<file path="src/rtl/conv_pkg.sv">
// Shared types and constants for the convolution job scheduler.
package conv_pkg;

    localparam int KERNEL_TAPS = 9;

    typedef logic [KERNEL_TAPS-1:0][15:0] kernel_t;

    typedef enum logic [2:0] {
        IDLE   = 3'd0,
        LD_WGT = 3'd1,
        START  = 3'd2,
        STREAM = 3'd3,
        DRAIN  = 3'd4
    } sched_state_e;

endpackage

</file>
<file path="src/rtl/sched_fifo.sv">
// Synchronous result FIFO; DEPTH must be a power of two (>= 2).
// A push into a full FIFO is accepted only when a pop happens in the same cycle.
module sched_fifo #(
    parameter int DEPTH = 4,
    parameter int WIDTH = 16
) (
    input  logic             clk,
    input  logic             rst_n,
    input  logic             push,
    input  logic [WIDTH-1:0] din,
    input  logic             pop,
    output logic [WIDTH-1:0] dout,
    output logic             full,
    output logic             empty
);

    localparam int AW = $clog2(DEPTH);

    logic [WIDTH-1:0] mem [DEPTH];
    logic [AW:0]      wr_ptr_q;
    logic [AW:0]      rd_ptr_q;
    logic             push_ok;
    logic             pop_ok;

    assign empty   = (wr_ptr_q == rd_ptr_q);
    assign full    = (wr_ptr_q[AW] != rd_ptr_q[AW]) && (wr_ptr_q[AW-1:0] == rd_ptr_q[AW-1:0]);
    assign pop_ok  = pop && !empty;
    assign push_ok = push && (!full || pop_ok);
    assign dout    = mem[rd_ptr_q[AW-1:0]];

    always_ff @(posedge clk or negedge rst_n) begin
        if (!rst_n) begin
            wr_ptr_q <= '0;
            rd_ptr_q <= '0;
        end else begin
            if (push_ok) wr_ptr_q <= wr_ptr_q + 1'b1;
            if (pop_ok)  rd_ptr_q <= rd_ptr_q + 1'b1;
        end
    end

    always_ff @(posedge clk) begin
        if (push_ok) mem[wr_ptr_q[AW-1:0]] <= din;
    end

endmodule

</file>
<file path="src/rtl/conv_sched.sv">
// Job scheduler for the 2-channel 3x3 convolution engine: weight load, ifmap stream, result write-back.
// Build option CONV_SCHED_PERF_EN: when defined, perf_cycles counts busy cycles of the current job.
//
// state  | meaning
// IDLE   | waiting for a job descriptor
// LD_WGT | reading 9 packed weight words for the current output channel
// START  | one-cycle engine start pulse
// STREAM | reading ifmap words and forwarding them to the engine
// DRAIN  | waiting for eng_done and an empty result FIFO
module conv_sched
    import conv_pkg::*;
#(
    parameter int IFMAP_WORDS = 144,
    parameter int OFMAP_WORDS = 100,
    parameter int ADDR_W      = 16,
    parameter int FIFO_DEPTH  = 4
) (
    input  logic              clk,
    input  logic              rst_n,
    input  logic              job_valid,
    output logic              job_ready,
    input  logic [ADDR_W-1:0] job_ifmap_base,
    input  logic [ADDR_W-1:0] job_wgt_base,
    input  logic [ADDR_W-1:0] job_ofmap_base,
    input  logic [7:0]        job_oc_num,
    output logic              mem_rd_req,
    input  logic              mem_rd_gnt,
    output logic [ADDR_W-1:0] mem_rd_addr,
    input  logic              mem_rd_rvalid,
    input  logic [31:0]       mem_rd_rdata,
    output logic              mem_wr_req,
    input  logic              mem_wr_gnt,
    output logic [ADDR_W-1:0] mem_wr_addr,
    output logic [15:0]       mem_wr_data,
    output logic              eng_start,
    output logic [31:0]       eng_conv_num,
    output logic              eng_conv_num_valid,
    output logic [8:0][15:0]  eng_kernel_1,
    output logic [8:0][15:0]  eng_kernel_2,
    input  logic [15:0]       eng_dout,
    input  logic              eng_dout_valid,
    input  logic              eng_done,
    output logic              busy,
    output logic              irq_done,
    output logic              error,
    output logic [31:0]       perf_cycles
);

    localparam int RD_CNT_W  = $clog2(IFMAP_WORDS > KERNEL_TAPS ? IFMAP_WORDS : KERNEL_TAPS);
    localparam int OUT_CNT_W = $clog2(OFMAP_WORDS + 1);

    sched_state_e          state_q, state_d;
    logic [ADDR_W-1:0]     ifmap_base_q, wgt_base_q, ofmap_base_q;
    logic [7:0]            oc_q, oc_num_q;
    logic [RD_CNT_W-1:0]   rd_cnt_q;
    logic                  rd_req_q, rd_pend_q;
    logic                  done_seen_q;
    logic [OUT_CNT_W-1:0]  out_cnt_q;
    logic                  error_q;
    kernel_t               kern1_q, kern2_q;

    logic                  accept;
    logic                  rd_grant;
    logic                  rd_rsp;
    logic                  wgt_last;
    logic                  strm_last;
    logic                  drain_ok;
    logic                  more_oc;
    logic [ADDR_W-1:0]     wgt_rd_addr, ifm_rd_addr, ofm_wr_addr;

    logic                  fifo_push, fifo_pop, fifo_full, fifo_empty, overflow;
    logic [15:0]           fifo_dout;

    assign accept    = (state_q == IDLE) && job_valid;
    assign rd_grant  = rd_req_q && mem_rd_gnt;
    // Only a response to our own outstanding read counts; stray rvalids are ignored.
    assign rd_rsp    = mem_rd_rvalid && rd_pend_q;
    assign wgt_last  = (state_q == LD_WGT) && rd_rsp && (rd_cnt_q == RD_CNT_W'(KERNEL_TAPS - 1));
    assign strm_last = (state_q == STREAM) && rd_rsp && (rd_cnt_q == RD_CNT_W'(IFMAP_WORDS - 1));
    assign drain_ok  = (state_q == DRAIN) && done_seen_q && fifo_empty;
    assign more_oc   = (9'(oc_q) + 9'd1) < 9'(oc_num_q);

    assign wgt_rd_addr = wgt_base_q + ADDR_W'(oc_q) * ADDR_W'(KERNEL_TAPS) + ADDR_W'(rd_cnt_q);
    assign ifm_rd_addr = ifmap_base_q + ADDR_W'(rd_cnt_q);
    assign ofm_wr_addr = ofmap_base_q + ADDR_W'(oc_q) * ADDR_W'(OFMAP_WORDS) + ADDR_W'(out_cnt_q);

    always_comb begin
        state_d   = state_q;
        eng_start = 1'b0;
        irq_done  = 1'b0;
        case (state_q)
            IDLE:   if (job_valid) state_d = LD_WGT;
            LD_WGT: if (wgt_last) state_d = START;
            START: begin
                eng_start = 1'b1;
                state_d   = STREAM;
            end
            STREAM: if (strm_last) state_d = DRAIN;
            DRAIN: begin
                if (drain_ok) begin
                    if (more_oc) begin
                        state_d = LD_WGT;
                    end else begin
                        irq_done = 1'b1;
                        state_d  = IDLE;
                    end
                end
            end
            default: state_d = IDLE;
        endcase
    end

    always_ff @(posedge clk or negedge rst_n) begin
        if (!rst_n) state_q <= IDLE;
        else        state_q <= state_d;
    end

    always_ff @(posedge clk or negedge rst_n) begin
        if (!rst_n) begin
            ifmap_base_q <= '0;
            wgt_base_q   <= '0;
            ofmap_base_q <= '0;
            oc_q         <= '0;
            oc_num_q     <= '0;
            rd_cnt_q     <= '0;
            rd_req_q     <= 1'b0;
            rd_pend_q    <= 1'b0;
            done_seen_q  <= 1'b0;
            out_cnt_q    <= '0;
            error_q      <= 1'b0;
            kern1_q      <= '0;
            kern2_q      <= '0;
        end else begin
            if (accept) begin
                ifmap_base_q <= job_ifmap_base;
                wgt_base_q   <= job_wgt_base;
                ofmap_base_q <= job_ofmap_base;
                oc_num_q     <= (job_oc_num == 8'd0) ? 8'd1 : job_oc_num;
                oc_q         <= '0;
            end

            if (rd_grant) begin
                rd_req_q  <= 1'b0;
                rd_pend_q <= 1'b1;
            end
            if (rd_rsp && (state_q == LD_WGT || state_q == STREAM)) begin
                rd_pend_q <= 1'b0;
                rd_cnt_q  <= rd_cnt_q + 1'b1;
                if (!wgt_last && !strm_last) rd_req_q <= 1'b1;
            end

            if (state_q == LD_WGT && rd_rsp) begin
                for (int i = 0; i < KERNEL_TAPS; i++) begin
                    if (rd_cnt_q == RD_CNT_W'(i)) begin
                        kern1_q[i] <= mem_rd_rdata[15:0];
                        kern2_q[i] <= mem_rd_rdata[31:16];
                    end
                end
            end

            // Entering a read phase restarts the read sequence one cycle later.
            if (accept || (drain_ok && more_oc) || state_q == START) begin
                rd_req_q <= 1'b1;
                rd_cnt_q <= '0;
            end
            if (drain_ok && more_oc) oc_q <= oc_q + 8'd1;

            if (state_q == START) begin
                done_seen_q <= 1'b0;
                out_cnt_q   <= '0;
            end else begin
                if (eng_done && (state_q == STREAM || state_q == DRAIN)) done_seen_q <= 1'b1;
                if (fifo_pop) out_cnt_q <= out_cnt_q + 1'b1;
            end

            if (accept) begin
                error_q <= 1'b0;
            end else if (overflow || (drain_ok && out_cnt_q != OUT_CNT_W'(OFMAP_WORDS))) begin
                error_q <= 1'b1;
            end
        end
    end

    assign fifo_push = eng_dout_valid && (state_q != IDLE);
    assign fifo_pop  = mem_wr_req && mem_wr_gnt;
    assign overflow  = fifo_push && fifo_full && !fifo_pop;

    sched_fifo #(
        .DEPTH (FIFO_DEPTH),
        .WIDTH (16)
    ) u_fifo (
        .clk   (clk),
        .rst_n (rst_n),
        .push  (fifo_push),
        .din   (eng_dout),
        .pop   (fifo_pop),
        .dout  (fifo_dout),
        .full  (fifo_full),
        .empty (fifo_empty)
    );

    assign job_ready          = (state_q == IDLE);
    assign busy               = (state_q != IDLE);
    assign error              = error_q;
    assign mem_rd_req         = rd_req_q;
    assign mem_rd_addr        = !rd_req_q ? '0 : ((state_q == LD_WGT) ? wgt_rd_addr : ifm_rd_addr);
    assign eng_conv_num_valid = (state_q == STREAM) && rd_rsp;
    assign eng_conv_num       = eng_conv_num_valid ? mem_rd_rdata : 32'd0;
    assign mem_wr_req         = !fifo_empty;
    assign mem_wr_data        = fifo_empty ? 16'd0 : fifo_dout;
    assign mem_wr_addr        = fifo_empty ? '0 : ofm_wr_addr;
    assign eng_kernel_1       = kern1_q;
    assign eng_kernel_2       = kern2_q;

`ifdef CONV_SCHED_PERF_EN
    logic [31:0] perf_q;

    always_ff @(posedge clk or negedge rst_n) begin
        if (!rst_n)      perf_q <= '0;
        else if (accept) perf_q <= '0;
        else if (busy)   perf_q <= perf_q + 32'd1;
    end

    assign perf_cycles = perf_q;
`else
    assign perf_cycles = 32'd0;
`endif

endmodule

</file>
<file path="config.mk">
export PLATFORM = sky130hd
export DESIGN_NAME = conv_sched
export DESIGN_NICKNAME = d
export VERILOG_FILES = /design/src/rtl/conv_pkg.sv /design/src/rtl/sched_fifo.sv /design/src/rtl/conv_sched.sv
export SDC_FILE = /design/constraint.sdc
export NUM_CORES = 1
export LEC_CHECK = 0
export CAP_MARGIN = 10
export CORE_ASPECT_RATIO = 0.5
export CORE_MARGIN = 2
export CORE_UTILIZATION = 52
export CTS_CLUSTER_DIAMETER = 150
export DETAILED_ROUTE_END_ITERATION = 12
export DONT_BUFFER_PORTS = 1
export GPL_ROUTABILITY_DRIVEN = 0
export PLACE_DENSITY_LB_ADDON = 0.3
export SLEW_MARGIN = 10
export SYNTH_ARGS = -nofsm -noshare
export SYNTH_HDL_FRONTEND = slang
export SYNTH_SLANG_ARGS = --single-unit
</file>
<file path="constraint.sdc">
create_clock -name clk -period 10.1 [get_ports clk]
set_clock_uncertainty 0.2 [all_clocks]
set_input_delay 1.01 -clock clk [delete_from_list [all_inputs] [get_ports clk]]
set_output_delay 1.01 -clock clk [all_outputs]
set_load 0.02 [all_outputs]
</file>
* After elaboration in Yosys (flattened, before gate mapping)
Memories as Yosys holds them, arrays and structs flattened. Cells that the tools add are included.
Word-level totals: bits of input ports 112, register bits after elaboration 380, memories kept 1, RAM bits 64
Cells by class: $add $sub $neg 11, multiplexer cells 34, magnitude comparators 1, reductions and logical operators 52, equality and inequality tests 21, multipliers 2
Memories:
- u_fifo.mem | words 4, width 16, read ports 1, clocked after Yosys merged registers in 0, wr ports 1, RTL line sched_fifo.sv:19 | logic [WIDTH-1:0] mem [DEPTH];
Operators by type and width (number):
- 16-bit two-way mux | 4
- 8-bit two-way mux | 5
- 16-bit by 8-bit adder with 16-bit output | 2
- 8-bit by 3-bit == test with 1-bit output, second input constant | 4
- 32-bit two-way mux | 1
- 1-bit logical AND | 21
- 2-bit AND reduction | 9
- 1-bit two-way mux | 17
- 16-bit by 12-bit adder with 16-bit output | 1
- 16-bit by 15-bit adder with 16-bit output | 1
- 16-bit by 7-bit adder with 16-bit output | 1
- 8-bit by 1-bit adder with 8-bit output, second input constant | 2
- 8-bit by 2-bit == test with 1-bit output, second input constant | 2
- 8-bit zero test | 2
- 3-bit one-hot mux with 5 select lines | 1
- 7-bit two-way mux | 2
- 8-bit by 5-bit multiplier with 13-bit output, second input constant | 1
- 8-bit by 4-bit multiplier with 12-bit output, second input constant | 1
- 3-bit two-way mux | 4
- 2-bit nonzero test | 6
- 8-bit by 1-bit adder with 9-bit output, second input constant | 1
- 9-bit by 8-bit < comparator with 1-bit output | 1
- 8-bit by 1-bit == test with 1-bit output, second input constant | 1
- 8-bit by 4-bit == test with 1-bit output, second input constant | 1
- other kinds (16) | 30

* Longest topological paths before layout
Gate-level depths: netlist of the first run.
word-level depth 8, depth in mapped cells 18, depth with buffers taken out 18

* Hierarchy
A second synthesis of the first run with hierarchy kept.
Second synthesis, totals: cell total of the unflattened synthesis 1729, area total of the unflattened synthesis 21583.2 um^2
Modules (own cells, without submodules):
- conv_sched | cells an instance 1599, instances 1, area an instance 18816.8 um^2, sequential area each 9359.0 um^2
- sched_fifo | cells an instance 130, instances 1, area an instance 2766.4 um^2, sequential area each 2072.0 um^2

* Least setup slack after synthesis of the first run
No wires, ideal clock.
path type flip-flop to output port, start point register oc_q[0], end point output port mem_wr_addr[15], cell stages (with the launch flop) 18, path slack 4.728 ns, path buffers 0, arrival 4.162 ns, data required time 8.890 ns, path through dfrtp_1 > ha_1 > ha_1 > ha_1 > fa_1 > a21o_1 > a21oi_1 > o21ai_0 > nor2_1 > xnor2_1 > ha_1 > ha_1 > nand2_1 > nor2_1 > o211ai_1 > o221a_2 > xnor2_1 > nor2_1
On the way: word-level cells in the longest chain between the ends 4
RTL lines:
- start: declaration | RTL line conv_sched.sv:54 | logic [7:0] oc_q, oc_num_q;
- start signal: assignment | RTL line conv_sched.sv:166 | if (drain_ok && more_oc) oc_q <= oc_q + 8'd1;
- 8-bit by 5-bit multiplier with 13-bit output | RTL line conv_sched.sv:85 | assign ofm_wr_addr = ofmap_base_q + ADDR_W'(oc_q) * ADDR_W'(OFMAP_WORDS) + ADDR_W'(out_cnt_q);
- 16-bit by 15-bit adder with 16-bit output | RTL line conv_sched.sv:85
- 16-bit by 7-bit adder with 16-bit output | RTL line conv_sched.sv:85
- 16-bit two-way mux | RTL line conv_sched.sv:211 | assign mem_wr_addr = fifo_empty ? '0 : ofm_wr_addr;
- end: declaration | RTL line conv_sched.sv:33 | output logic [ADDR_W-1:0] mem_wr_addr,
No other way between the ends.

* Worst setup path in the final report of the first run
Same ends and word-level chain as after synthesis.

==> flow_metrics.env, run 1 <==
export IMPL_rsz0062_at_grt="no"
export IMPL_maxCapViolCount=0
export IMPL_period_minus_slack_ps=6380
export IMPL_post_cts_resized=0
export IMPL_endpoint="mem_wr_addr[15]"
export IMPL_grt_pass1_vias=13090
export IMPL_yosys_warnings=0
export IMPL_setup_tns_ps=0
export IMPL_path_depth=17
export IMPL_synth_top_family_by_area="multiplexers"
export IMPL_fp_dieW_microns=290
export IMPL_worst_pin_slew_ps=1120
export IMPL_critPathRequiredTime_ps=8890
export IMPL_grt_usage_pct=24.9
export IMPL_fillers=3310
export IMPL_synth_ff_type="dfrtp_1"
export IMPL_power_leakage_uw=0.0117
export IMPL_clkSlewWorstSetupHoldPaths_ps=70
export IMPL_initial_core_util_pct=52.7
export IMPL_switching_share_pct=31.3
export IMPL_dp_hpwl_mm=36.2
export IMPL_ys_types=60
export IMPL_hp_class="in2async"
export IMPL_syn_inst=1711
export IMPL_crit_start="oc_q[0]"
export IMPL_synth_mux_area_share_pct=17.3
export IMPL_tritoncts="done"
export IMPL_clock_latency_ps=560
export IMPL_area_delta_synth_final_pct=8.33
export IMPL_antenna_left=0
export IMPL_die_h_microns=147
export IMPL_io_buffers=0
export IMPL_p_int_uw=3070
export IMPL_drt_pass1_iterations=5
export IMPL_post_synth_xor_area_fraction_pct=2.55
export IMPL_rr_worst_depth=6
export IMPL_core_area_sq_um=40400
export IMPL_power_uw=4460
export IMPL_final_common_cell="dfrtp_1"
export IMPL_reg2reg_slack_ps=6340
export IMPL_htreeDepth=2
export IMPL_die_area_sq_um=42700
export IMPL_grt_pass1_wl_mm=81.3
export IMPL_switching_power_uw=1400
export IMPL_period_share_pct=63.2
export IMPL_remaining_drc_errors=0
export IMPL_relSlewSlack_pct=25.4
export IMPL_cpMostUsedCell="ha_1"
export IMPL_crit_buf_inv=0
export IMPL_synthAdderAreaFrac_pct=8.37
export IMPL_slowest_delay_ps=610
export IMPL_final_hold_violation_count=0
export IMPL_synth_compound_area_share_pct=4.76
export IMPL_final_cell_mix="dfrtp_1, mux2_2, nand2_1"
export IMPL_cp_data_arrival_time_ps=5170
export IMPL_path_max_fanout=11
export IMPL_synth_area_sq_um=21300
export IMPL_seqPwrFrac_pct=45.2
export IMPL_powerDensity_nw_per_um2=194
export IMPL_via_count=12915
export IMPL_drt_initial_drc_count=748
export IMPL_cts_setup_buffers=0
export IMPL_wl_per_cell_microns=23.9
export IMPL_crit_slowest_cell="dfrtp_1"
export IMPL_antenna_found_initial=0
export IMPL_vias_per_cell=5.74
export IMPL_overflow=0
export IMPL_synth_seq_area_share_pct=53.7
export IMPL_clkPwrFrac_pct=35.3
export IMPL_cts_root_buffer="clkbuf_16"
export IMPL_comb_power_share_pct=19.4
export IMPL_setup_violations=0
export IMPL_synth_ff_latch_count=444
export IMPL_fmax_mhz=157
export IMPL_synthSimpleGateAreaFrac_pct=8.98
export IMPL_final_max_slew_viol_count=0
export IMPL_wl_mm=53.8
export IMPL_cp_start_kind="flop"
export IMPL_clockBufferDepth=3
export IMPL_cts_sinks=444
export IMPL_yosys_top_cells_area="dfrtp_1, mux2_2, edfxtp_1"
export IMPL_async_flop_share_pct=85.6
export IMPL_critPathKind="reg2out"
export IMPL_critPathCaptureType="primary output"
export IMPL_nNetsFinal=1916
export IMPL_cts_buffers=41
export IMPL_ioPinCount=520
export IMPL_layout_drive_gt1_share_pct=24.0
export IMPL_worst_ir_drop_vdd_uv=153
export IMPL_n_antenna_cell=0
export IMPL_cp_top_family="adder cells"
export IMPL_synth_edf_count=64
export IMPL_synth_top_area_share_pct=44.7
export IMPL_status="finished, final reports clean"
export IMPL_path_cells="ha_1 -> ha_1 -> ha_1 -> fa_1 -> a21o_1 -> a21oi_1 -> o21ai_0 -> nor2_1 -> xnor2_1 -> ha_1 -> ha_1 -> nand2_1 -> nor2_1 -> o2111ai_1 -> o221a_2 -> xnor2_1 -> nor2_1"
export IMPL_rows=52
export IMPL_reg2reg_to="eng_kernel_1[60]"
export IMPL_synth_largest_area_cell="dfrtp_1"
export IMPL_syn_avg_cell_area_sq_um=12.4
export IMPL_regToRegStartpoint="state_q[1]"
export IMPL_grt_max_degree=370
[cell type report]
| cell class | instances | area, sq um | share of cell area, % |
|---|---|---|---|
| clock buffer | 56 | 1150 | 5.00 |
| inverter | 75 | 282 | 1.22 |
| tap | 540 | 676 | 2.93 |
| multi-input combinational | 1095 | 9110 | 39.5 |
| sequential | 444 | 11400 | 49.6 |
| clock inverter | 20 | 200 | 0.868 |
| timing repair buffer | 19 | 205 | 0.890 |
[flip-flops by register name (all words and copies together), names as in the netlist]
signal	flops
eng_kernel_2	144
eng_kernel_1	144
out_cnt_q	7
ofmap_base_q	16
wgt_base_q	16
u_fifo.rd_ptr_q	3
error	1
oc_q	8
u_fifo.wr_ptr_q	3
oc_num_q	8
u_fifo.mem	64
state_q	3
mem_rd_req	1
rd_pend_q	1
done_seen_q	1
rd_cnt_q	8
ifmap_base_q	16
[worst min-delay path by stage]
stage                   startpoint        endpoint  slack (ps)
finish                       rst_n  wgt_base_q[14]         140
CTS                    oc_num_q[0]     oc_num_q[0]         290
detailed placement  wgt_base_q[10]  wgt_base_q[10]         270
floorplan              oc_num_q[0]     oc_num_q[0]         250
global route                 rst_n  wgt_base_q[14]         140
global placement     wgt_base_q[9]   wgt_base_q[9]         270
[Yosys cell counts, types with 4 or more instances]
library cell	instances
inv_1	74
a31oi_1	7
a211o_1	5
buf_1	39
dfrtp_1	380
mux2_2	284
o41ai_1	4
xor2_1	20
nor2b_1	25
buf_2	18
mux2_1	8
fa_1	24
o2111ai_1	4
a21oi_1	28
o21ai_0	37
and2_1	4
xnor2_1	42
clkbuf_1	35
and3_1	42
nand3_1	24
a31o_2	6
nor2_1	75
o22ai_1	4
nand2b_1	8
o21a_1	7
o21bai_1	5
buf_4	36
ha_1	104
mux4_2	16
nand2_1	188
a21o_1	16
nand4_1	10
a211oi_1	11
nor3_1	20
edfxtp_1	64
[power groups by stage]
| stage | clock, uW | combinational (uW) | sequential [uW] |
|---|---|---|---|
| 6_report | 1580 | 868 | 2020 |
| 5_1_grt | 1680 | 951 | 2030 |
| 4_1_cts | 1610 | 880 | 2020 |
| 3_5_place_dp | 0 | 842 | 2050 |
| 3_3_place_gp | 0 | 836 | 2050 |
| 2_1_floorplan | 0 | 724 | 2000 |
[layer usage]
layer	up-vias	wire length, microns	GRT usage (%)
met5	-	0	0
met4	0	1690	8.36
met3	94	2940	5.81
met2	307	27200	43.2
met1	6701	21900	30.9
li1	5813	-	-
[cells by family (layout without fill, tap and decap cells)]
group / Yosys count / count (layout)
flops: 444 / 444
simple gates: 410 / 410
mux: 311 / 311
buf+inv: 203 / 170
compound gates: 152 / 152
fa+ha+maj: 128 / 128
xor+xnor: 62 / 62
other cells: 1 / 32
[what timing repair did]
item	in CTS	in global routing
hold buffers	2	0
endpoints found under the hold margin	369	0
setup endpoints to repair	0	0
[through the flow]
step | cell area [sq um] | hold WS, ps | std cells | setup WS [ps] | util, %
floorplan | 21400 | 250 | 1742 | 4730 | -
global placement | 21600 | 267 | 2169 | 4410 | 53.5
detailed placement | 21600 | 272 | 2169 | 4330 | 53.5
CTS | 23000 | 292 | 2247 | 3690 | 56.9
global route | 23100 | 142 | 2249 | 3370 | 57.1
finish | 23100 | 138 | 2249 | 3720 | 57.1
No activity file was read; power rests on OpenSTA's default activity.
==> run 2, diff against run 1 <==
- ABC_AREA: not set -> 1
- clock period: 10.1 -> 6.3 ns (I/O delays scaled with it)
==> run 2 against run 1 <==
Global-route usage is 2.0 points higher. Sequential power is 150% higher. First-iteration DRC count is 70% higher. Register-to-register slack worse by 3800 ps. Via count is 24% higher. Critical endpoint is now mem_wr_addr[13]. Count of clock-buffer cells in the layout is 5 higher. The run now ends with hold timing left. Non-clock buffer count is 54 higher. Final cell count is 30% higher.
==> flow_metrics.env, run 2 <==
export IMPL_clkPwrFrac_pct=24.1
export IMPL_place_ws_ps=1130
export IMPL_rsz0062_at_grt="no"
export IMPL_period_minus_slack_ps=5780
export IMPL_overflow=0
export IMPL_seqPwrFrac_pct=47.4
export IMPL_n_antenna_cell=0
export IMPL_core_area_sq_um=40100
export IMPL_cts_buffers=41
export IMPL_vias_per_cell=5.46
export IMPL_wl_mm=56.6
export IMPL_powerDensity_nw_per_um2=453
export IMPL_crit_slowest_cell="fa_1"
export IMPL_critPathKind="reg2out"
export IMPL_final_hold_violation_count=380
export IMPL_path_cells="ha_1 -> ha_1 -> inv_1 -> fa_1 -> inv_1 -> ha_1 -> nand3_1 -> nand3_1 -> a21oi_1 -> o21ai_0 -> xor2_1 -> ha_1 -> ha_1 -> nand2_1 -> nor2_1 -> nand4_1 -> nand3_1 -> o21ai_0 -> a21oi_1"
export IMPL_switching_power_uw=4560
export IMPL_synth_top_area_share_pct=45.2
export IMPL_setup_violations=0
export IMPL_rows=52
export IMPL_violations="hold timing"
export IMPL_setup_tns_ps=0
export IMPL_initial_core_util_pct=52.4
export IMPL_drt_initial_drc_count=1274
export IMPL_drt_pass1_iterations=6
export IMPL_synth_ff_type="dfrtp_1"
export IMPL_finalInstanceArea_sq_um=23300
export IMPL_cp_start_kind="flop"
export IMPL_synth_edf_count=64
export IMPL_crit_buf_inv=2
export IMPL_synth_ff_latch_count=444
export IMPL_slowest_delay_ps=500
export IMPL_hold_buffers=58
export IMPL_synthTopCellsByCount="nand2_1, dfrtp_1, o21ai_0"
export IMPL_post_synth_top_count_cell="nand2_1"
export IMPL_path_max_fanout=7
export IMPL_nNetsFinal=2593
export IMPL_worst_pin_slew_ps=1100
export IMPL_layout_drive_gt1_share_pct=4.15
export IMPL_grt_max_degree=381
export IMPL_worst_ir_drop_vdd_uv=236
export IMPL_ioPinCount=520
export IMPL_critPathRequiredTime_ps=5470
export IMPL_reg2reg_to="rd_cnt_q[4]"
export IMPL_final_common_cell="nand2_1"
export IMPL_cts_setup_buffers=0
export IMPL_antenna_left=0
export IMPL_tritoncts="done"
export IMPL_reg2reg_slack_ps=2570
export IMPL_grt_pass1_vias=15058
export IMPL_maxCapViolCount=0
export IMPL_power_leakage_uw=0.0116
export IMPL_antenna_found_initial=0
export IMPL_place_area_sq_um=21400
export IMPL_rr_worst_depth=10
export IMPL_cpMostUsedCell="ha_1"
export IMPL_clockBufferDepth=3
export IMPL_cts_root_buffer="clkbuf_16"
export IMPL_htreeDepth=2
export IMPL_hold_ws_ps=-414
export IMPL_synth_seq_area_share_pct=54.3
export IMPL_status="complete, but fails checks"
export IMPL_synth_largest_area_cell="dfrtp_1"
export IMPL_remaining_drc_errors=0
export IMPL_regToRegStartpoint="oc_q[0]"
export IMPL_yosys_top_cells_area="dfrtp_1, nand2_1, edfxtp_1"
export IMPL_relSlewSlack_pct=26.4
export IMPL_syn_avg_cell_area_sq_um=9.04
export IMPL_io_buffers=0
export IMPL_yosys_warnings=0
export IMPL_clock_latency_ps=550
export IMPL_fmax_mhz=173
export IMPL_final_max_slew_viol_count=0
export IMPL_post_cts_resized=0
export IMPL_p_int_uw=6000
export IMPL_clkSlewWorstSetupHoldPaths_ps=70
export IMPL_wl_per_cell_microns=19.3
export IMPL_grt_pass1_wl_mm=88.0
export IMPL_switching_share_pct=43.2
export IMPL_comb_power_share_pct=28.5
export IMPL_dp_hpwl_mm=37.9
export IMPL_cp_data_arrival_time_ps=4950
export IMPL_via_count=15964
export IMPL_period_share_pct=91.8
export IMPL_fin_ws_ps=518
export IMPL_cts_sinks=444
export IMPL_async_flop_share_pct=85.6
export IMPL_die_area_sq_um=42200
export IMPL_die_h_microns=146
export IMPL_synth_area_sq_um=21000
export IMPL_syn_inst=2328
export IMPL_critPathCaptureType="primary output"
export IMPL_cp_top_family="adder cells"
export IMPL_fp_dieW_microns=289
export IMPL_hp_class="in2async"
export IMPL_ys_types=41
export IMPL_grt_usage_pct=26.8
export IMPL_area_delta_synth_final_pct=10.8
export IMPL_final_cell_mix="nand2_1, dfrtp_1, o21ai_0"
-- run 2: metal layers --
layer,part of all wire (%),global-route usage (%),vias to the layer above
li1,-,-,7544
met4,3.5,9.46,0
met1,41,35.6,7729
met2,49,44.7,573
met3,6.4,4.66,118
met5,0,0,-
-- run 2: power groups by stage --
| stage | clock, uW | combinational, uW | sequential [uW] |
|---|---|---|---|
| 6_report | 2550 | 3010 | 5010 |
| 3_5_place_dp | 0 | 2980 | 5050 |
| 4_1_cts | 2590 | 3030 | 5010 |
| 5_1_grt | 2710 | 3420 | 5080 |
| 2_1_floorplan | 0 | 2410 | 4740 |
| 3_3_place_gp | 0 | 2900 | 5050 |
-- run 2: worst max path at each step --
stage                 start               to  slack [ps]  cells after the start
global placement    oc_q[3]  mem_wr_addr[13]        1250                     19
global route        oc_q[2]  mem_wr_addr[15]         190                     21
finish              oc_q[3]  mem_wr_addr[13]         520                     19
CTS                 oc_q[3]  mem_wr_addr[13]         520                     19
detailed placement  oc_q[4]  mem_wr_addr[13]        1130                     19
floorplan           oc_q[3]  mem_wr_addr[13]        1560                     19
-- run 2: per-stage QoR --
stage          total power (uW)  util [%]  hold slack, ps  cells
2_1_floorplan              7150         -             134   2359
3_3_place_gp               7950      53.2             144   2791
3_5_place_dp               8030      53.2             144   2791
4_1_cts                   10600      58.0            -452   2924
5_1_grt                   11200      58.1            -449   2925
6_report                  10600      58.1            -414   2925
-- run 2: layout make-up --
cell class	count	area [sq um]
clock buffer	61	1210
clock inverter	14	154
fill	3497	16800
inverter	219	822
multi-input combinational	1574	8320
sequential	444	11400
tap	540	676
timing repair buffer	73	696
-- run 2: worst reg2reg max path: cells and delay by family (launching register included) --
family	cells	cell delay [ps]
flops	1	620
xor+xnor	1	250
compound gates	1	220
simple gates	6	1660
fa+ha+maj	2	650
-- run 2: cells by family (layout without fill, tap and decap cells) --
family	after synthesis	in the layout	share of synthesized area, %
fa+ha+maj	128	128	8.47
xor+xnor	33	33	1.37
simple gates	931	931	17.9
compound gates	450	450	11.2
other cells	1	32	0.0178
flops	444	444	54.3
buf+inv	341	367	6.75
==> run 3, diff against run 2 <==
- CORE_MARGIN: 2 -> 3
==> run 3 against run 2 <==
Worst setup slack better by 100 ps. Register-to-register slack worse by 180 ps. Critical path depth stayed put. Design area is 0.20% higher. Non-clock buffer count is 3 lower. Via count hardly changed. Clock power is 5% higher. First-iteration DRC count is 4.5% lower. The run ends with hold timing, slew limit left. Core utilization is 1.2 points higher. Fmax is 1.8% higher. Sequential power hardly changed. Die area is 2.1% higher.
==> flow_metrics.env, run 3 (synthesis gave the netlist of run 2 again) <==
export IMPL_drt_pass1_iterations=5
export IMPL_regToRegStartpoint="u_fifo.rd_ptr_q[0]"
export IMPL_final_cell_mix="nand2_1, dfrtp_1, o21ai_0"
export IMPL_dp_hpwl_mm=38.6
export IMPL_powerDensity_nw_per_um2=458
export IMPL_initial_core_util_pct=53.4
export IMPL_final_hold_violation_count=380
export IMPL_remaining_drc_errors=0
export IMPL_cts_sinks=444
export IMPL_cts_buffers=41
export IMPL_fp_dieW_microns=291
export IMPL_crit_start="oc_q[3]"
export IMPL_reg2reg_slack_ps=2390
export IMPL_fmax_mhz=176
export IMPL_grt_usage_pct=25.7
export IMPL_final_max_slew_viol_count=118
export IMPL_wl_per_cell_microns=19.5
export IMPL_overflow=0
export IMPL_fin_ws_ps=618
export IMPL_place_area_sq_um=21300
export IMPL_rows=51
export IMPL_clockBufferDepth=3
export IMPL_drt_initial_drc_count=1217
export IMPL_rr_worst_depth=7
export IMPL_io_buffers=0
export IMPL_die_h_microns=148
export IMPL_hold_ws_ps=-409
export IMPL_power_leakage_uw=0.0116
export IMPL_cp_start_kind="flop"
export IMPL_ioPinCount=520
export IMPL_finalInstanceArea_sq_um=23400
export IMPL_violations="hold timing, slew limit"
export IMPL_setup_tns_ps=0
export IMPL_maxCapViolCount=0
export IMPL_cts_root_buffer="clkbuf_16"
export IMPL_hp_class="in2async"
export IMPL_power_uw=10700
export IMPL_status="complete, but fails checks"
export IMPL_critPathKind="reg2out"
export IMPL_tritoncts="done"
export IMPL_layout_drive_gt1_share_pct=4.41
export IMPL_antenna_found_initial=2
export IMPL_htreeDepth=2
export IMPL_hold_buffers=55
export IMPL_period_share_pct=90.2
export IMPL_antenna_left=0
export IMPL_clock_latency_ps=550
export IMPL_critPathCaptureType="primary output"
export IMPL_rsz0062_at_grt="no"
export IMPL_grt_pass1_vias=15176
export IMPL_nNetsFinal=2590
export IMPL_area_delta_synth_final_pct=11.0
export IMPL_vias_per_cell=5.48
export IMPL_relSlewSlack_pct=-12.3
export IMPL_reg2reg_to="u_fifo.mem[0][5]"
export IMPL_setup_violations=0
export IMPL_post_cts_resized=0
export IMPL_via_count=15962
export IMPL_die_area_sq_um=43100
export IMPL_wl_mm=56.9
export IMPL_core_area_sq_um=39400
export IMPL_fillers=3391
export IMPL_worst_ir_drop_vdd_uv=271
export IMPL_cp_data_arrival_time_ps=4850
export IMPL_period_minus_slack_ps=5680
export IMPL_path_max_fanout=7
export IMPL_final_common_cell="nand2_1"
export IMPL_clkSlewWorstSetupHoldPaths_ps=60
export IMPL_worst_pin_slew_ps=1680
export IMPL_critPathRequiredTime_ps=5470
export IMPL_grt_max_degree=381
export IMPL_place_ws_ps=1190
export IMPL_grt_pass1_wl_mm=87.7
==> run 3: cell count changes in the layout (fill, tap and decap cells not counted), sizes merged <==
| cell | delta |
|---|---|
| dlygate4sd3 | -4 |
| clkinvlp | +3 |
| clkinv | +3 |
| inv | +1 |
| clkbuf | -10 |
| diode | +2 |
| buf | +1 |
| bufinv | +4 |
==> run 3: layout make-up <==
type | instances | area, sq um | area share (%)
diodes | 2 | 5.00 | 0.0214
clock buffers | 51 | 1140 | 4.86
clock inverters | 25 | 317 | 1.36
inverters | 219 | 822 | 3.52
multi-input cells | 1574 | 8320 | 35.6
flip-flops and latches | 444 | 11400 | 48.9
well taps | 530 | 663 | 2.84
repair buffers | 70 | 663 | 2.84
==> run 3: report_power, final <==
part | switching [uW] | leakage, uW | internal, uW | total [uW]
Combinational | 2090 | 0.00525 | 905 | 3000
Sequential | 1330 | 0.00566 | 3700 | 5020
Clock | 1160 | 0.000700 | 1520 | 2680
Total | 4580 | 0.0116 | 6120 | 10700
==> run 3: how the worst max path moves through the flow <==
stage / endpoint / slack, ps
floorplan: mem_wr_addr[13] / 1560
global placement: mem_wr_addr[13] / 1250
finish: mem_wr_addr[13] / 620
global route: mem_wr_addr[13] / 220
CTS: mem_wr_addr[13] / 590
detailed placement: mem_wr_addr[13] / 1190
==> run 3: through the flow <==
| stage | utilization (%) | instances |
|---|---|---|
| 2_1_floorplan | - | 2359 |
| 3_3_place_gp | 54.1 | 2782 |
| 3_5_place_dp | 54.1 | 2782 |
| 4_1_cts | 59.2 | 2913 |
| 5_1_grt | 59.2 | 2915 |
| 6_report | 59.2 | 2915 |
==> run 3: metal layers <==
| layer | wire (microns) | track usage, % |
|---|---|---|
| met1 | 22900 | 33.2 |
| met5 | 0 | 0 |
| met2 | 28100 | 43.7 |
| met4 | 2120 | 9.48 |
| met3 | 3860 | 5.03 |
==> run 3: timing repair <==
item,CTS,global route
setup buffers,0,0
endpoints found under the setup margin,0,0
endpoints found under the hold margin,483,380
==> run 3: worst max-delay path, cell delays in order, from the launching register on <==
cell and delay (ps):
dfrtp_1 490, ha_1 340, ha_1 270, inv_1 50
fa_1 490, inv_1 40, ha_1 360, nand3_1 90
nand3_1 130, a21oi_1 80, o21ai_0 190, xor2_1 180
ha_1 250, ha_1 400, nand2_1 100, nor2_1 150
nand4_1 100, nand3_1 100, o21ai_0 80, a21oi_1 420
